[config.mk]
export PLATFORM = sky130hd
export DESIGN_NAME = btn_move_conditioner
export DESIGN_NICKNAME = d
export VERILOG_FILES = /design/src/rtl/game_pkg.sv /design/src/rtl/btn_debounce.sv /design/src/rtl/btn_move_conditioner.sv
export SDC_FILE = /design/constraint.sdc
export NUM_CORES = 1
export LEC_CHECK = 0
export ABC_AREA = 1
export CAP_MARGIN = 20
export CELL_PAD_IN_SITES_DETAIL_PLACEMENT = 1
export CELL_PAD_IN_SITES_GLOBAL_PLACEMENT = 1
export CORE_ASPECT_RATIO = 0.9
export CORE_MARGIN = 3
export CORE_UTILIZATION = 30
export CTS_BUF_LIST = sky130_fd_sc_hd__clkbuf_8 sky130_fd_sc_hd__clkbuf_16
export CTS_CLUSTER_DIAMETER = 30
export CTS_CLUSTER_SIZE = 10
export DETAILED_ROUTE_END_ITERATION = 10
export DONT_BUFFER_PORTS = 1
export HOLD_SLACK_MARGIN = 0.12
export PLACE_DENSITY = 0.64
export SLEW_MARGIN = 15
export SYNTH_ARGS = -nofsm -noshare
export SYNTH_HDL_FRONTEND = slang
export SYNTH_SLANG_ARGS = --single-unit
[constraint.sdc]
create_clock -name clk -period 2.2 [get_ports clk]
set_clock_uncertainty 0.1 [all_clocks]
set_input_delay 0.44 -clock clk [delete_from_list [all_inputs] [get_ports clk]]
set_output_delay 0.44 -clock clk [all_outputs]
set_load 0.005 [all_outputs]
[src/rtl/game_pkg.sv]
// game_pkg: button indices, button count and repeat-FSM states shared by the input path.
package game_pkg;
  localparam int NUM_BTNS   = 5;
  localparam int BTN_UP     = 0;
  localparam int BTN_DOWN   = 1;
  localparam int BTN_LEFT   = 2;
  localparam int BTN_RIGHT  = 3;
  localparam int BTN_CENTRE = 4;
  typedef enum logic [1:0] {IDLE, DELAY, REPEAT} state_t;
endpackage

[src/rtl/btn_debounce.sv]
// btn_debounce: synchronise and debounce one raw button, with registered press/release pulses.
module btn_debounce #(
  parameter int SYNC_STAGES     = 2,
  parameter int DEBOUNCE_CYCLES = 1000000
) (
  input  logic clk,
  input  logic rst,
  input  logic i_raw,
  output logic o_level,
  output logic o_press,
  output logic o_release
);
  localparam int CW = $clog2(DEBOUNCE_CYCLES + 1);
  logic [SYNC_STAGES-1:0] r_sync;
  logic [CW-1:0]          r_cnt;
  logic                   w_match;
  logic                   w_flip;
  assign w_match = r_sync[SYNC_STAGES-1] == o_level;
  assign w_flip  = !w_match && r_cnt == CW'(DEBOUNCE_CYCLES - 1);
  always_ff @(posedge clk) begin
    if (rst) begin
      r_sync    <= '0;
      r_cnt     <= '0;
      o_level   <= 1'b0;
      o_press   <= 1'b0;
      o_release <= 1'b0;
    end else begin
      r_sync    <= {r_sync[SYNC_STAGES-2:0], i_raw};
      r_cnt     <= (w_match || w_flip) ? '0 : r_cnt + 1'b1;
      o_level   <= o_level ^ w_flip;
      o_press   <= w_flip && !o_level;
      o_release <= w_flip && o_level;
    end
  end
endmodule

[src/rtl/btn_move_conditioner.sv]
// btn_move_conditioner: debounced buttons plus a rate-limited, auto-repeating move strobe.
module btn_move_conditioner
  import game_pkg::*;
#(
  parameter int SYNC_STAGES     = 2,
  parameter int DEBOUNCE_CYCLES = 1000000,
  parameter int REPEAT_DELAY    = 25000000,
  parameter int REPEAT_RATE     = 1666667
) (
  input  logic                clk,
  input  logic                rst,
  input  logic [NUM_BTNS-1:0] btn_raw,
  output logic [NUM_BTNS-1:0] btn_level,
  output logic [NUM_BTNS-1:0] btn_press,
  output logic [NUM_BTNS-1:0] btn_release,
  output logic                move_strobe,
  output logic [3:0]          move_dir
);
  localparam int TMAX = REPEAT_DELAY > REPEAT_RATE ? REPEAT_DELAY : REPEAT_RATE;
  localparam int TW   = $clog2(TMAX + 1);
  state_t        r_state;
  logic [TW-1:0] r_timer;
  logic [1:0]    w_ud;
  logic [1:0]    w_lr;
  logic [3:0]    w_dir;
  logic          w_press;
  logic          w_fire;
  for (genvar i = 0; i < NUM_BTNS; i++) begin : g_btn
    btn_debounce #(
      .SYNC_STAGES    (SYNC_STAGES),
      .DEBOUNCE_CYCLES(DEBOUNCE_CYCLES)
    ) u_db (
      .clk      (clk),
      .rst      (rst),
      .i_raw    (btn_raw[i]),
      .o_level  (btn_level[i]),
      .o_press  (btn_press[i]),
      .o_release(btn_release[i])
    );
  end
  // Opposing pairs held together cancel to no motion on that axis.
  assign w_ud    = &btn_level[BTN_DOWN:BTN_UP] ? 2'b00 : btn_level[BTN_DOWN:BTN_UP];
  assign w_lr    = &btn_level[BTN_RIGHT:BTN_LEFT] ? 2'b00 : btn_level[BTN_RIGHT:BTN_LEFT];
  assign w_dir   = {w_lr, w_ud};
  assign w_press = |btn_press[BTN_RIGHT:BTN_UP];
  assign w_fire  = w_dir != 4'b0 && (w_press || (r_state != IDLE && r_timer == '0));
  always_ff @(posedge clk) begin
    if (rst) begin
      r_state     <= IDLE;
      r_timer     <= '0;
      move_strobe <= 1'b0;
      move_dir    <= 4'b0;
    end else begin
      move_strobe <= w_fire;
      move_dir    <= w_fire ? w_dir : 4'b0;
      if (w_dir == 4'b0 || (r_state == IDLE && !w_press)) begin
        r_state <= IDLE;
        r_timer <= '0;
      end else if (w_press) begin
        r_state <= DELAY;
        r_timer <= TW'(REPEAT_DELAY - 1);
      end else if (r_timer == '0) begin
        r_state <= REPEAT;
        r_timer <= TW'(REPEAT_RATE - 1);
      end else begin
        r_timer <= r_timer - 1'b1;
      end
    end
  end
endmodule

* Word-level counts from Yosys, hierarchy flattened
Cells that the tools add are included. W data, S select, Z words.
Cells by class: $add $sub $neg 6, eq/ne operators 10, mux-type cells 6, bitwise operators 6, reduce and logical (&&, ||, !) cells 54
Operators with widths (number):
- $add A20 B1 Y20 const B | 5
- $eq A20 B20 Y1 const B | 5
- $mux W25 | 2
- $logic_not A25 Y1 | 1
- $sub A25 B1 Y25 const B | 1
- $logic_and A1 B1 Y1 | 18
- $reduce_or A2 Y1 | 7
- $logic_not A1 Y1 | 11
- $logic_or A1 B1 Y1 | 7
- $reduce_or A7 Y1 | 1
- $reduce_or A6 Y1 | 1
- $eq A1 B1 Y1 | 5
- $xor A1 B1 Y1 | 5
- $logic_not A4 Y1 | 1
- $mux W2 | 2
- $reduce_and A2 Y1 | 2
- $reduce_bool A2 Y1 | 2
- $reduce_bool A4 Y1 | 1
- $reduce_or A4 Y1 | 1
- $logic_not A2 Y1 | 1
- $mux W1 | 2
- $not A1 Y1 | 1
Word-level totals: register bits after elaboration 157, input port bits 7, output and inout port bits 20

* Depth between registers and ports, before layout
Gate-level depths: netlist (run 1).
depth in word-level cells 6, mapped depth 10, gate-level depth less buffers 10

* Modules after synthesis
A second synthesis (run 1) with hierarchy kept.
Second synthesis, totals: cells, all modules 1295, area total of the unflattened synthesis 8443.1 um2
Modules (own cells, without submodules):
- btn_debounce | instances 5, cells an instance 212, area an instance 1350.0 um2, seq. area each 500.5 um2
- btn_move_conditioner | instances 1, cells an instance 235, area an instance 1692.9 um2, seq. area each 640.6 um2

* Worst setup path after synthesis (run 1)
No wires, ideal clock.
kind register to register, from register (tool-made name), to register r_timer[9], setup time 0.074 ns, data arrival time 1.394 ns, data required time 2.026 ns, slack 0.631 ns, stages on the path, launching flop included 8, buffers on the path 0, path through dfxtp_1 -> inv_1 -> ha_1 -> a21oi_1 -> o21ai_2 -> inv_1 -> nand2_1 -> a31oi_1
RTL lines:
- to (signal assigned) | line btn_move_conditioner.sv:61 | r_timer <= TW'(REPEAT_DELAY - 1);
- to (signal assigned) | line btn_move_conditioner.sv:64 | r_timer <= TW'(REPEAT_RATE - 1);
- to (signal assigned) | line btn_move_conditioner.sv:66 | r_timer <= r_timer - 1'b1;
- to (decl) | line btn_move_conditioner.sv:22 | logic [TW-1:0] r_timer;

* Worst setup path after layout (run 1)
from register r_timer[0], to register r_timer[11]
On the way: cells in the longest elaborated chain, start to end 3, elaborated cells on any way between the ends 4
Ends and longest elaborated chain:
- $sub A25 B1 Y25 / $logic_not A25 Y1 (equally long branches) | line btn_move_conditioner.sv:66, btn_move_conditioner.sv:62
- $mux W25 * | line btn_move_conditioner.sv:62 | end else if (r_timer == '0) begin
- $mux W25 * | line btn_move_conditioner.sv:59 | end else if (w_press) begin
Every way passes the cells marked *; elsewhere a longest branch is shown, timed or not. A chain may end at the register's enable or synchronous reset.

==> metrics.log, run 1 <==
INFO  metric antennaDiodeCount = 0
INFO  metric final-seq-area = approximately 3100 um^2
INFO  metric seqPwrFrac = a little under half
INFO  metric clock_insertion_delay_worst_skew = approximately 0.43 ns
INFO  metric synthesis.nets = 1,065
INFO  metric die_h = between 150 and 200 um
INFO  metric final-max-slew-violation-count = 0
INFO  metric synthMostInstantiatedCell = nand2_1
INFO  metric yosys_warnings = 0
INFO  metric timing.final.hold_violations = 0
INFO  metric cts_setup_buffers = 0
INFO  metric drv.max_cap_violation_count = 0
INFO  metric synth.cell_area = around 7500 um^2
INFO  metric post-route-min-period = about 1.9 ns
INFO  metric synth_cell_type_count = 37
INFO  metric worstSetupEndpointType = flop
INFO  metric grt_first_pass_wirelength = between 30,000 and 40,000 um
INFO  metric finalNonFillerCells = 1,405
INFO  metric final_net_count = between 1,000 and 1,500
INFO  metric worstHoldPathType = in -> reg
INFO  metric initialDrtViolationCount = roughly 280
INFO  metric seq_area_frac_synth = roughly two fifths
INFO  metric share_of_synthesized_flip_flops_with_an_asynchronous_set_or_reset = 0%
INFO  metric power-per-cell-area = roughly 720 nW/um^2
INFO  metric worstPathMaxFanout = 7
INFO  metric gpl.final_weighted_congestion = 0.790
INFO  metric antenna_found_initial = 0
INFO  metric antenna_violating_nets_post_route = 0
INFO  metric drcViolationCount = 0
INFO  metric netlist_instances = between 1,000 and 1,500
INFO  metric cts-buffers-inserted = 17
INFO  metric synth_commonest_cells = nand2_1, nor2_1, dfxtp_1
INFO  metric globalRoute.totalOverflow = 0
INFO  metric tritoncts = built
INFO  metric crit_required = 2.45 ns
INFO  metric criticalPathCategory = reg -> reg
INFO  metric setup-violations-final = 0
INFO  metric yosys.area.top_type = dfxtp_1
INFO  metric ports_placed_on_the_boundary = 27
INFO  metric die_w = roughly 170 um
INFO  metric area.growth.synth_to_final = 13.4%
INFO  metric post-route-util = about a third
INFO  metric dr.pass1.iters = 4
INFO  metric grt_start_max_net_pins = 21
INFO  metric hold_buffers = 6
INFO  metric avgViaCountPerCell = between 4 and 5
INFO  metric internal-power = a little under 5 mW
INFO  metric power.switching = roughly 1.3 mW
INFO  metric drt_wl_total = 18,300 um
INFO  metric place.detailed.hpwl = between 10,000 and 15,000 um
INFO  metric floorplan.initialDensity = a little under a third
INFO  metric placedInstanceArea = ~7800 um^2
INFO  metric synth_enable_flop_cells = 0
INFO  metric crit_arrival = roughly 2.2 ns
INFO  metric peak_supply_drop = ~0.48 mV
INFO  metric share_clk_of_total_power = 52.2%
INFO  metric ys_seq_elements = 157
INFO  metric rsz0062_at_grt = no
INFO  metric vias_in_the_first_global_route = about 6,400
INFO  metric clk_path_buf_depth = 2
INFO  metric placed_cells = roughly 1,400
INFO  metric io_buffers = 0
INFO  metric setup_tns = 0 ns
INFO  metric comb_power_share = around 1.0%
INFO  metric multi_input_comb_area = between 3000 and 4000 um^2
INFO  metric max_slew.worst_pin.slew = between 0.5 and 0.6 ns
INFO  metric dieArea = around 27,000 um^2
INFO  metric ctsHtreeMaxLevel = 4
INFO  metric fmax = roughly 0.52 GHz
INFO  metric dr_total_vias = ~6,400
INFO  metric clock_net_sink_count = 157
INFO  metric rows = 54
INFO  metric standard_cell_core_area = about 24,000 um^2
INFO  metric postLayoutCellArea = about 8500 um^2
INFO  metric cellLeakagePower = about 3.1 nW
INFO  metric post_cts.resized_instances = 0
INFO  metric layout_worst_path_cycle_share = 86.7%
INFO  metric layout_fillers = about 3,100
INFO  metric cell_types_with_the_largest_area_share_after_synthesis = dfxtp_1, nand2_1, nor2_1, inv_1, a21oi_1
INFO  metric cts.clk_slew.worst_paths = 0.07 ns
INFO  metric sw_frac_of_total = 21.3%
INFO  metric cts_root_buf = clkbuf_16
INFO  metric grt_use_total = between 10% and 20%
INFO  metric dr_wl_cell = approximately 13 um
INFO  metric synth_top_cell_area_share = around two fifths
INFO  metric startpoint_class = flop
INFO  metric synth-main-ff-cell = dfxtp_1
INFO  metric run_status = finished, final reports clean
INFO  metric synth.avg_cell_area = between 7 and 8 um^2
INFO  metric drive_above_1_share = about 8.8%
INFO  metric worst_slew_margin_rel = between 60% and 70%
## worst max-delay path, stage by stage, from the launching register on
cell and delay [ns]:
dfxtp_1 0.30, inv_1 0.12, ha_1 0.26, nand3_2 0.14
nor2_2 0.20, nand2_1 0.12, inv_1 0.08, nand2_2 0.13
nand2_1 0.13, nand2_2 0.13, o21ai_0 0.13
## power groups by stage
stage | sequential, mW | clock, mW | combinational [mW]
after floorplan | 2.92 | 0 | 0.0406
after global placement | 2.92 | 0 | 0.0468
after detailed placement | 2.92 | 0 | 0.0477
after CTS | 2.86 | 3.30 | 0.0606
after global routing | 2.86 | 3.41 | 0.0669
final | 2.86 | 3.19 | 0.0582
## final cells by class
class	instances	share of cell area (%)
Clock buffer	18	5.15
Clock inverter	14	2.26
Inverter	131	5.77
Multi-Input combinational cell	731	43.1
Sequential cell	157	36.9
Tap cell	336	4.93
Timing Repair Buffer	18	1.91
## layout by cell type (no fill, tap or decap), types with 2 or more instances in the layout
| cell type | n |
|---|---|
| ha_1 | 10 |
| nor2_1 | 187 |
| xnor2_1 | 14 |
| o21ai_0 | 19 |
| xor2_1 | 31 |
| nand3b_1 | 13 |
| buf_4 | 11 |
| or2_0 | 3 |
| nand3_2 | 8 |
| dlygate4sd3_1 | 6 |
| nand2_2 | 8 |
| nand4_1 | 35 |
| inv_1 | 130 |
| clkinv_4 | 3 |
| clkinv_2 | 3 |
| bufinv_16 | 4 |
| nor2_4 | 5 |
| nor3_4 | 2 |
| dfxtp_1 | 157 |
| nor3_1 | 42 |
| nor3b_1 | 2 |
| clkbuf_16 | 17 |
| nand2_1 | 201 |
| a21oi_2 | 2 |
| or2_2 | 7 |
| nor3_2 | 2 |
| nand3_1 | 58 |
| a21oi_1 | 60 |
| nor4_1 | 2 |
| nor2_2 | 13 |
| inv_2 | 2 |
## kinds of logic after synthesis
family	Yosys count	synth area share, %
flip-flops	157	41.8
XOR/XNOR	45	5.24
adder cells (fa/ha/maj)	10	1.66
AND/OR/NAND/NOR	589	36.0
buffers and inverters	160	9.30
AO/OA/AOI/OAI	87	6.06
## through the flow
stage               setup slack [ns]  total power, mW  hold slack, ns
floorplan                      0.631             2.96           0.288
global placement               0.326             2.97           0.298
detailed placement             0.297             2.97           0.302
CTS                            0.286             6.22           0.175
global route                  0.0975             6.34           0.197
finish                         0.293             6.11           0.187
## state kept, by name (all words and copies together), names as in the netlist, named ones only
register,count
g_btn.u_db.r_cnt,100
r_timer,25
g_btn.u_db.r_sync,10
g_btn.u_db.o_press,5
g_btn.u_db.o_release,5
move_dir,4
r_state,2
move_strobe,1
## per-layer routing
| metal | vias up | wire, um | part of all wire, % | track usage (%) |
|---|---|---|---|---|
| li1 | 3344 | - | - | - |
| met1 | 2973 | 9310 | 51 | 18.8 |
| met2 | 42 | 8350 | 46 | 23.4 |
| met5 | - | 0 | 0 | 0 |
| met4 | 0 | 199 | 1.1 | 3.82 |
| met3 | 17 | 480 | 2.6 | 3.15 |
## worst paths after layout
path                                       from                                 end  slack, ns  depth (start not counted)
max reg2reg               r_timer[0]$_SDFF_PP0_              r_timer[11]$_SDFF_PP0_       0.29                         10
max                       r_timer[0]$_SDFF_PP0_              r_timer[11]$_SDFF_PP0_       0.29                         10
min reg2reg  g_btn[2].u_db.r_sync[0]$_SDFF_PP0_  g_btn[2].u_db.r_sync[1]$_SDFF_PP0_       0.31                          2
min                                         rst  g_btn[1].u_db.o_release$_SDFF_PP0_       0.19                          3
No activity file was read; power rests on OpenSTA's default activity.
==> inputs of run 2 (changes only) <==
- CORE_ASPECT_RATIO: 0.9 -> not set
==> run 2 against run 1 <==
Net effect:
- sequential power hardly changed
- final cell count is 0.93% lower
- clock power is 8.5% lower
- sequential share of layout area is 0.34 points higher
- utilization is 0.32 points lower
- worst setup slack worse by 0.040 ns
- sequential cell count stayed put
- non-clock buffer count is 1 lower
- routed wire length is 1.3% lower
- critical endpoint is now g_btn[3].u_db.r_cnt[11]$_SDFF_PP0_
- highest routed layer unchanged
==> metrics.log, run 2 (synthesized netlist as in run 1, its figures left out) <==
INFO  metric rows = 57 (+5.6%)
INFO  metric setup_tns = 0 ns (unchanged)
INFO  metric layout_worst_path_cycle_share = 88.5% (+1.8 points)
INFO  metric dieArea = 27,000 um^2 (about the same)
INFO  metric drcViolationCount = 0 (unchanged)
INFO  metric worstHoldPathType = in -> reg
INFO  metric reg2reg_setup_slack = 0.25 ns (-0.04 ns)
INFO  metric initialDrtViolationCount = 238 (-13%)
INFO  metric grt_start_max_net_pins = 21 (unchanged)
INFO  metric timing.critical_path.cells = ha_1 -> nand3_2 -> nor2_4 -> inv_2 -> nor2_4 -> nand3_2 -> nand3_2 -> nor2_1
INFO  metric crit_required = 2.39 ns (-0.06 ns)
INFO  metric cts-buffers-inserted = 17 (unchanged)
INFO  metric drv.max_cap_violation_count = 0 (unchanged)
INFO  metric dr_total_vias = 6,337 (-0.61%)
INFO  metric crit_arrival = 2.13 ns (-0.02 ns)
INFO  metric cellLeakagePower = 3.06 nW (-1.1%)
INFO  metric largest_registers = g_btn.u_db.r_cnt (100), r_timer (25), g_btn.u_db.r_sync (10)
INFO  metric fmax = 0.514 GHz (-2.0%)
INFO  metric die_h = 164 um (+5.2%)
INFO  metric ctsHtreeMaxLevel = 4 (unchanged)
INFO  metric layout_common_cells = nand2_1, nor2_1, dfxtp_1
INFO  metric antenna_found_initial = 0 (unchanged)
INFO  metric clock_insertion_delay_worst_skew = 0.42 ns (about the same)
INFO  metric setup-violations-final = 0 (unchanged)
INFO  metric max_slew.worst_pin.slew = 0.602 ns (+0.0181 ns)
INFO  metric timing.critical_path.max_delay_family = simple AND/OR/NAND/NOR gates
INFO  metric largest_reg_by_ff_count = g_btn.u_db.r_cnt
INFO  metric timing.final.hold_violations = 0 (unchanged)
INFO  metric vias_in_the_first_global_route = 6,631 (+2.9%)
INFO  metric clk_path_buf_depth = 2 (unchanged)
INFO  metric largest_reg_flops = 100 (unchanged)
INFO  metric place.detailed.hpwl = 13,700 um (+0.31%)
INFO  metric post-route-min-period = 1.95 ns (+0.0398 ns)
INFO  metric drive_above_1_share = 8.80% (about the same)
INFO  metric grt_first_pass_wirelength = 31,400 um (-0.50%)
INFO  metric drt_wl_total = 18,100 um (-1.3%)
INFO  metric final-max-slew-violation-count = 0 (unchanged)
INFO  metric dr.pass1.iters = 4 (unchanged)
INFO  metric worst-path-stages = 8 (-2)
INFO  metric cts_setup_buffers = 0 (unchanged)
INFO  metric timing.critical_path.buf_inv = 1 (-1)
INFO  metric io_buffers = 0 (unchanged)
INFO  metric finalNonFillerCells = 1,392 (-0.93%)
INFO  metric post-place-ws = 0.243 ns (-0.0544 ns)
INFO  metric worstSetupEndpointType = flop
INFO  metric standard_cell_core_area = 24,500 um^2 (about the same)
INFO  metric power-per-cell-area = 691 nW/um^2 (-3.5%)
INFO  metric antennaDiodeCount = 0 (unchanged)
INFO  metric area.growth.synth_to_final = 12.4%
INFO  metric avgViaCountPerCell = 4.55 (+0.32%)
INFO  metric criticalPathCategory = reg -> reg
INFO  metric placed_cells = 1,354 (-0.95%)
INFO  metric worst_slew_margin_rel = 59.9% (-1.1 points)
INFO  metric cp_common_cell = nand3_2
INFO  metric critical_path.slowest_cell = dfxtp_1
INFO  metric ports_placed_on_the_boundary = 27 (unchanged)
INFO  metric run_status = finished, final reports clean
INFO  metric tritoncts = built
INFO  metric min_path_cells = 4 (+1)
INFO  metric die_w = 164 um (-5.0%)
INFO  metric finalWorstSetupSlack = 0.253 ns (-0.0398 ns)
INFO  metric final_net_count = 1,072 (-0.093%)
INFO  metric antenna_violating_nets_post_route = 0 (unchanged)
INFO  metric gpl.final_weighted_congestion = 0.797 (+0.85%)
INFO  metric mostFrequentLayoutCell = nand2_1
INFO  metric worstPathMaxFanout = 20 (+13)
INFO  metric rsz0062_at_grt = no
INFO  metric clock_net_sink_count = 157 (unchanged)
INFO  metric worst-r2r-cell-count = 8 (-2)
INFO  metric dr_wl_cell = 13.0 um (-0.35%)
INFO  metric peak_supply_drop = 0.386 mV (-20%)
INFO  metric cts.clk_slew.worst_paths = 0.07 ns (about the same)
INFO  metric crit_path_max_incr_delay = 0.41 ns (+0.11 ns)
INFO  metric hold_ws = 0.287 ns (+0.100 ns)
INFO  metric floorplan.initialDensity = 30.7% (about the same)
INFO  metric cts_root_buf = clkbuf_16
INFO  metric globalRoute.totalOverflow = 0 (unchanged)
INFO  metric grt_use_total = 14.3% (+0.17 points)
INFO  metric startpoint_class = flop
run 2: changes by cell type in the layout (fill, tap and decap cells not counted), sizes merged:
cell / change
clkinv: -3
dlymetal6s4s: +1
bufinv: -3
dlygate4sd3: -1
buf: -1
inv: +1
clkinvlp: +2
clkbuf: +3
run 2: area by class of cell:
type                            instances  area, um^2
Tap cell                              324         405
Timing Repair Buffer                   17         145
Sequential cell                       157        3140
Multi-Input combinational cell        731        3680
Inverter                              131         492
Fill cell                            3058       16000
Clock buffer                           21         480
Clock inverter                         11         106
run 2: worst paths after layout:
path,startpoint,endpoint
min reg2reg,g_btn[2].u_db.r_sync[0]$_SDFF_PP0_,g_btn[2].u_db.r_sync[1]$_SDFF_PP0_
max reg2reg,g_btn[3].u_db.r_cnt[0]$_SDFF_PP0_,g_btn[3].u_db.r_cnt[11]$_SDFF_PP0_
min,rst,g_btn[2].u_db.r_cnt[14]$_SDFF_PP0_
max,g_btn[3].u_db.r_cnt[0]$_SDFF_PP0_,g_btn[3].u_db.r_cnt[11]$_SDFF_PP0_
run 2: where the power goes:
group	switching (mW)	internal [mW]	leakage, nW
clock network	1.23	1.69	0.283
registers	0.00774	2.85	1.27
logic	0.0383	0.0204	1.51
run 2: worst register-to-register path: stages (launching register included):
cell     delay (ns)
dfxtp_1        0.41
ha_1           0.24
nand3_2        0.13
nor2_4         0.18
inv_2          0.08
nor2_4         0.09
nand3_2        0.11
nand3_2        0.36
nor2_1         0.11
run 2: timing repair:
action / 4_1_cts / 5_1_grt
endpoints found under the setup margin: 0 / 21
hold buffers: 6 / 0
resized for setup: 0 / 1
endpoints found under the hold margin: 13 / 0
run 2: metal layers:
metal	global-route usage, %	routed length (um)	vias to the layer above
li1	-	-	3343
met1	18.2	8880	2949
met2	24.2	8470	35
met3	3.58	602	10
met4	3.58	150	0
met5	0	0	-
run 2: stage by stage:
| step | total power [mW] | area (um^2) | utilization (%) |
|---|---|---|---|
| 2_1_floorplan | 2.96 | 7520 | - |
| 3_3_place_gp | 2.97 | 7800 | 31.9 |
| 3_5_place_dp | 2.97 | 7800 | 31.9 |
| 4_1_cts | 5.95 | 8450 | 34.5 |
| 5_1_grt | 6.09 | 8450 | 34.5 |
| 6_report | 5.84 | 8450 | 34.5 |
==> inputs of run 3 (changes only) <==
- GPL_TIMING_DRIVEN: not set -> 0
==> run 3 against run 2 <==
Net effect:
- critical path depth down 1
- final cell count is 1.2% higher
- highest routed layer unchanged
- non-clock buffer count rose by 17
- worst hold slack worse by 0.042 ns
- routed wire length rose by 3.1%
- utilization up 0.61 points
- design area is 1.8% higher
- critical endpoint is now r_timer[8]$_SDFF_PP0_
- worst setup slack worse by 0.045 ns
- die area stayed put
- via count up 2.2%
- largest cell class unchanged
==> metrics.log, run 3 (synthesized netlist as in run 1, its figures left out) <==
INFO  metric cts_setup_buffers = 0 (unchanged)
INFO  metric run_status = finished, final reports clean
INFO  metric io_buffers = 0 (unchanged)
INFO  metric power.switching = 1.29 mW (+1.1%)
INFO  metric globalRoute.totalOverflow = 0 (unchanged)
INFO  metric layout_common_cells = nand2_1, nor2_1, dfxtp_1
INFO  metric dr_wl_cell = 13.2 um (+1.8%)
INFO  metric area.growth.synth_to_final = 14.3%
INFO  metric worstPathMaxFanout = 9 (-55%)
INFO  metric drive_above_1_share = 10.0% (+1.2 points)
INFO  metric rows = 57 (unchanged)
INFO  metric die_w = 164 um (unchanged)
INFO  metric floorplan.initialDensity = 30.7% (unchanged)
INFO  metric criticalPathCategory = reg -> reg
INFO  metric cts_root_buf = clkbuf_16
INFO  metric vias_in_the_first_global_route = 6,622 (-0.14%)
INFO  metric final-seq-area = 3140 um^2 (unchanged)
INFO  metric post-route-min-period = 1.99 ns (+0.0447 ns)
INFO  metric min_from = rst
INFO  metric cellLeakagePower = 3.14 nW (+2.7%)
INFO  metric clk_path_buf_depth = 2 (unchanged)
INFO  metric drt_wl_total = 18,700 um (+3.1%)
INFO  metric worst-r2r-cell-count = 7 (-1)
INFO  metric reg2reg_setup_slack = 0.21 ns (-0.04 ns)
INFO  metric peak_supply_drop = 0.366 mV (-5.1%)
INFO  metric grt_first_pass_wirelength = 31,700 um (+1.0%)
INFO  metric setup-violations-final = 0 (unchanged)
INFO  metric timing.final.hold_violations = 0 (unchanged)
INFO  metric drcViolationCount = 0 (unchanged)
INFO  metric ports_placed_on_the_boundary = 27 (unchanged)
INFO  metric power-per-cell-area = 706 nW/um^2 (+2.1%)
INFO  metric cts.clk_slew.worst_paths = 0.07 ns (about the same)
INFO  metric clock_insertion_delay_worst_skew = 0.42 ns (about the same)
INFO  metric mostFrequentLayoutCell = nand2_1
INFO  metric crit_arrival = 2.24 ns (+0.11 ns)
INFO  metric setup_tns = 0 ns (unchanged)
INFO  metric post-route-util = 35.2% (+0.61 points)
INFO  metric drv.max_cap_violation_count = 0 (unchanged)
INFO  metric avgViaCountPerCell = 4.60 (+0.94%)
INFO  metric antennaDiodeCount = 0 (unchanged)
INFO  metric min_path_cells = 2 (-2)
INFO  metric cts-buffers-inserted = 17 (unchanged)
INFO  metric hold_end = g_btn[3].u_db.o_release$_SDFF_PP0_
INFO  metric worstSetupEndpointType = flop
INFO  metric worst_slew_margin_rel = 63.4% (+3.5 points)
INFO  metric worstHoldPathType = in -> reg
INFO  metric largest_registers = g_btn.u_db.r_cnt (100), r_timer (25), g_btn.u_db.r_sync (10)
INFO  metric standard_cell_core_area = 24,500 um^2 (unchanged)
INFO  metric die_h = 164 um (unchanged)
INFO  metric max_slew.worst_pin.slew = 0.549 ns (-0.0525 ns)
INFO  metric antenna_violating_nets_post_route = 0 (unchanged)
INFO  metric place.detailed.hpwl = 14,300 um (+4.8%)
INFO  metric internal-power = 4.78 mW (+4.6%)
INFO  metric clock_net_sink_count = 157 (unchanged)
INFO  metric final_net_count = 1,089 (+1.6%)
INFO  metric reg2reg_to = r_timer[8]$_SDFF_PP0_
INFO  metric layout_worst_path_cycle_share = 90.5% (+2.0 points)
INFO  metric dr.pass1.iters = 4 (unchanged)
INFO  metric largest_reg_by_ff_count = g_btn.u_db.r_cnt
INFO  metric dieArea = 27,000 um^2 (unchanged)
INFO  metric dr_total_vias = 6,475 (+2.2%)
INFO  metric startpoint_class = flop
INFO  metric crit_required = 2.45 ns (+0.06 ns)
INFO  metric rsz0062_at_grt = no
INFO  metric comb_power_share = 1.0% (about the same)
INFO  metric share_clk_of_total_power = 51.8% (+1.8 points)
INFO  metric largest_reg_flops = 100 (unchanged)
INFO  metric layout_fillers = 3,074 (+0.52%)
INFO  metric tritoncts = built
INFO  metric grt_use_total = 14.6% (+0.24 points)
INFO  metric initialDrtViolationCount = 287 (+21%)
INFO  metric fmax = 0.502 GHz (-2.2%)
INFO  metric multi_input_comb_area = 3680 um^2 (unchanged)
INFO  metric antenna_found_initial = 0 (unchanged)
INFO  metric grt_start_max_net_pins = 17 (-19%)
INFO  metric gpl.final_weighted_congestion = 0.816 (+2.5%)
INFO  metric ctsHtreeMaxLevel = 4 (unchanged)
INFO  metric sw_frac_of_total = 21.3% (-0.57 points)
INFO  metric seqPwrFrac = 47.2% (-1.8 points)
INFO  metric final-max-slew-violation-count = 0 (unchanged)
==> run 3: changes by cell type in the layout (fill, tap and decap cells not counted), sizes merged <==
cell,before,now
buf,11,27
clkinvlp,3,2
clkinv,3,7
clkbuf,21,19
inv,135,133
bufinv,1,4
dlymetal6s4s,1,0
==> run 3: metal layers <==
layer  vias to the layer above  GRT usage (%)  share of wire (%)
met1                      3032           18.7                 48
met2                        56           24.3                 47
met5                         -              0                  0
li1                       3375              -                  -
met3                        12           3.13                3.0
met4                         0           4.61                1.7
==> run 3: what timing repair did <==
action,in CTS,in global routing
hold endpoints to repair,5,0
hold buffers,5,0
endpoints found under the setup margin,0,10
gates resized for setup,0,1
==> run 3: area by class of cell <==
cell class	count	area share, %
inverter	131	5.72
multi-input combinational	731	42.8
buffer	29	2.42
clock buffer	17	4.95
clock inverter	15	2.30
tap	324	4.71
timing repair buffer	5	0.582
sequential	157	36.5
==> run 3: worst max path at each step <==
stage	slack, ns	startpoint	to
after detailed placement	0.05	flop	r_timer[8]$_SDFF_PP0_
final	0.21	flop	r_timer[8]$_SDFF_PP0_
after CTS	0.04	flop	r_timer[8]$_SDFF_PP0_
after global routing	0.03	g_btn[0].u_db.r_cnt[0]$_SDFF_PP0_	g_btn[0].u_db.r_cnt[2]$_SDFF_PP0_
after global placement	0.06	flop	r_timer[23]$_SDFF_PP0_
after floorplan	0.63	flop	r_timer[9]$_SDFF_PP0_
==> run 3: stage by stage <==
step / instances / cell area (um^2) / hold slack [ns] / total power, mW / setup WS, ns
floorplan: 1048 / 7520 / 0.288 / 2.96 / 0.631
global placement: 1372 / 7930 / 0.295 / 2.98 / 0.0562
detailed placement: 1372 / 7930 / 0.302 / 2.98 / 0.0518
CTS: 1409 / 8600 / 0.243 / 6.16 / 0.0381
global route: 1409 / 8600 / 0.256 / 6.29 / 0.0271
finish: 1409 / 8600 / 0.246 / 6.07 / 0.209
==> run 3: power groups by stage <==
stage               combinational, mW  clock, mW  sequential [mW]
floorplan                      0.0406          0             2.92
global placement               0.0568          0             2.92
detailed placement             0.0580          0             2.93
CTS                            0.0658       3.23             2.86
global route                   0.0729       3.36             2.86
finish                         0.0632       3.14             2.86
==> run 3: worst max-delay path, cell delays in order, from the launching register on <==
cell and delay, ns:
dfxtp_1 0.51, inv_1 0.11, ha_1 0.30, a21oi_1 0.21, o21ai_2 0.14, inv_2 0.19
nand2_1 0.18, a21oi_1 0.18
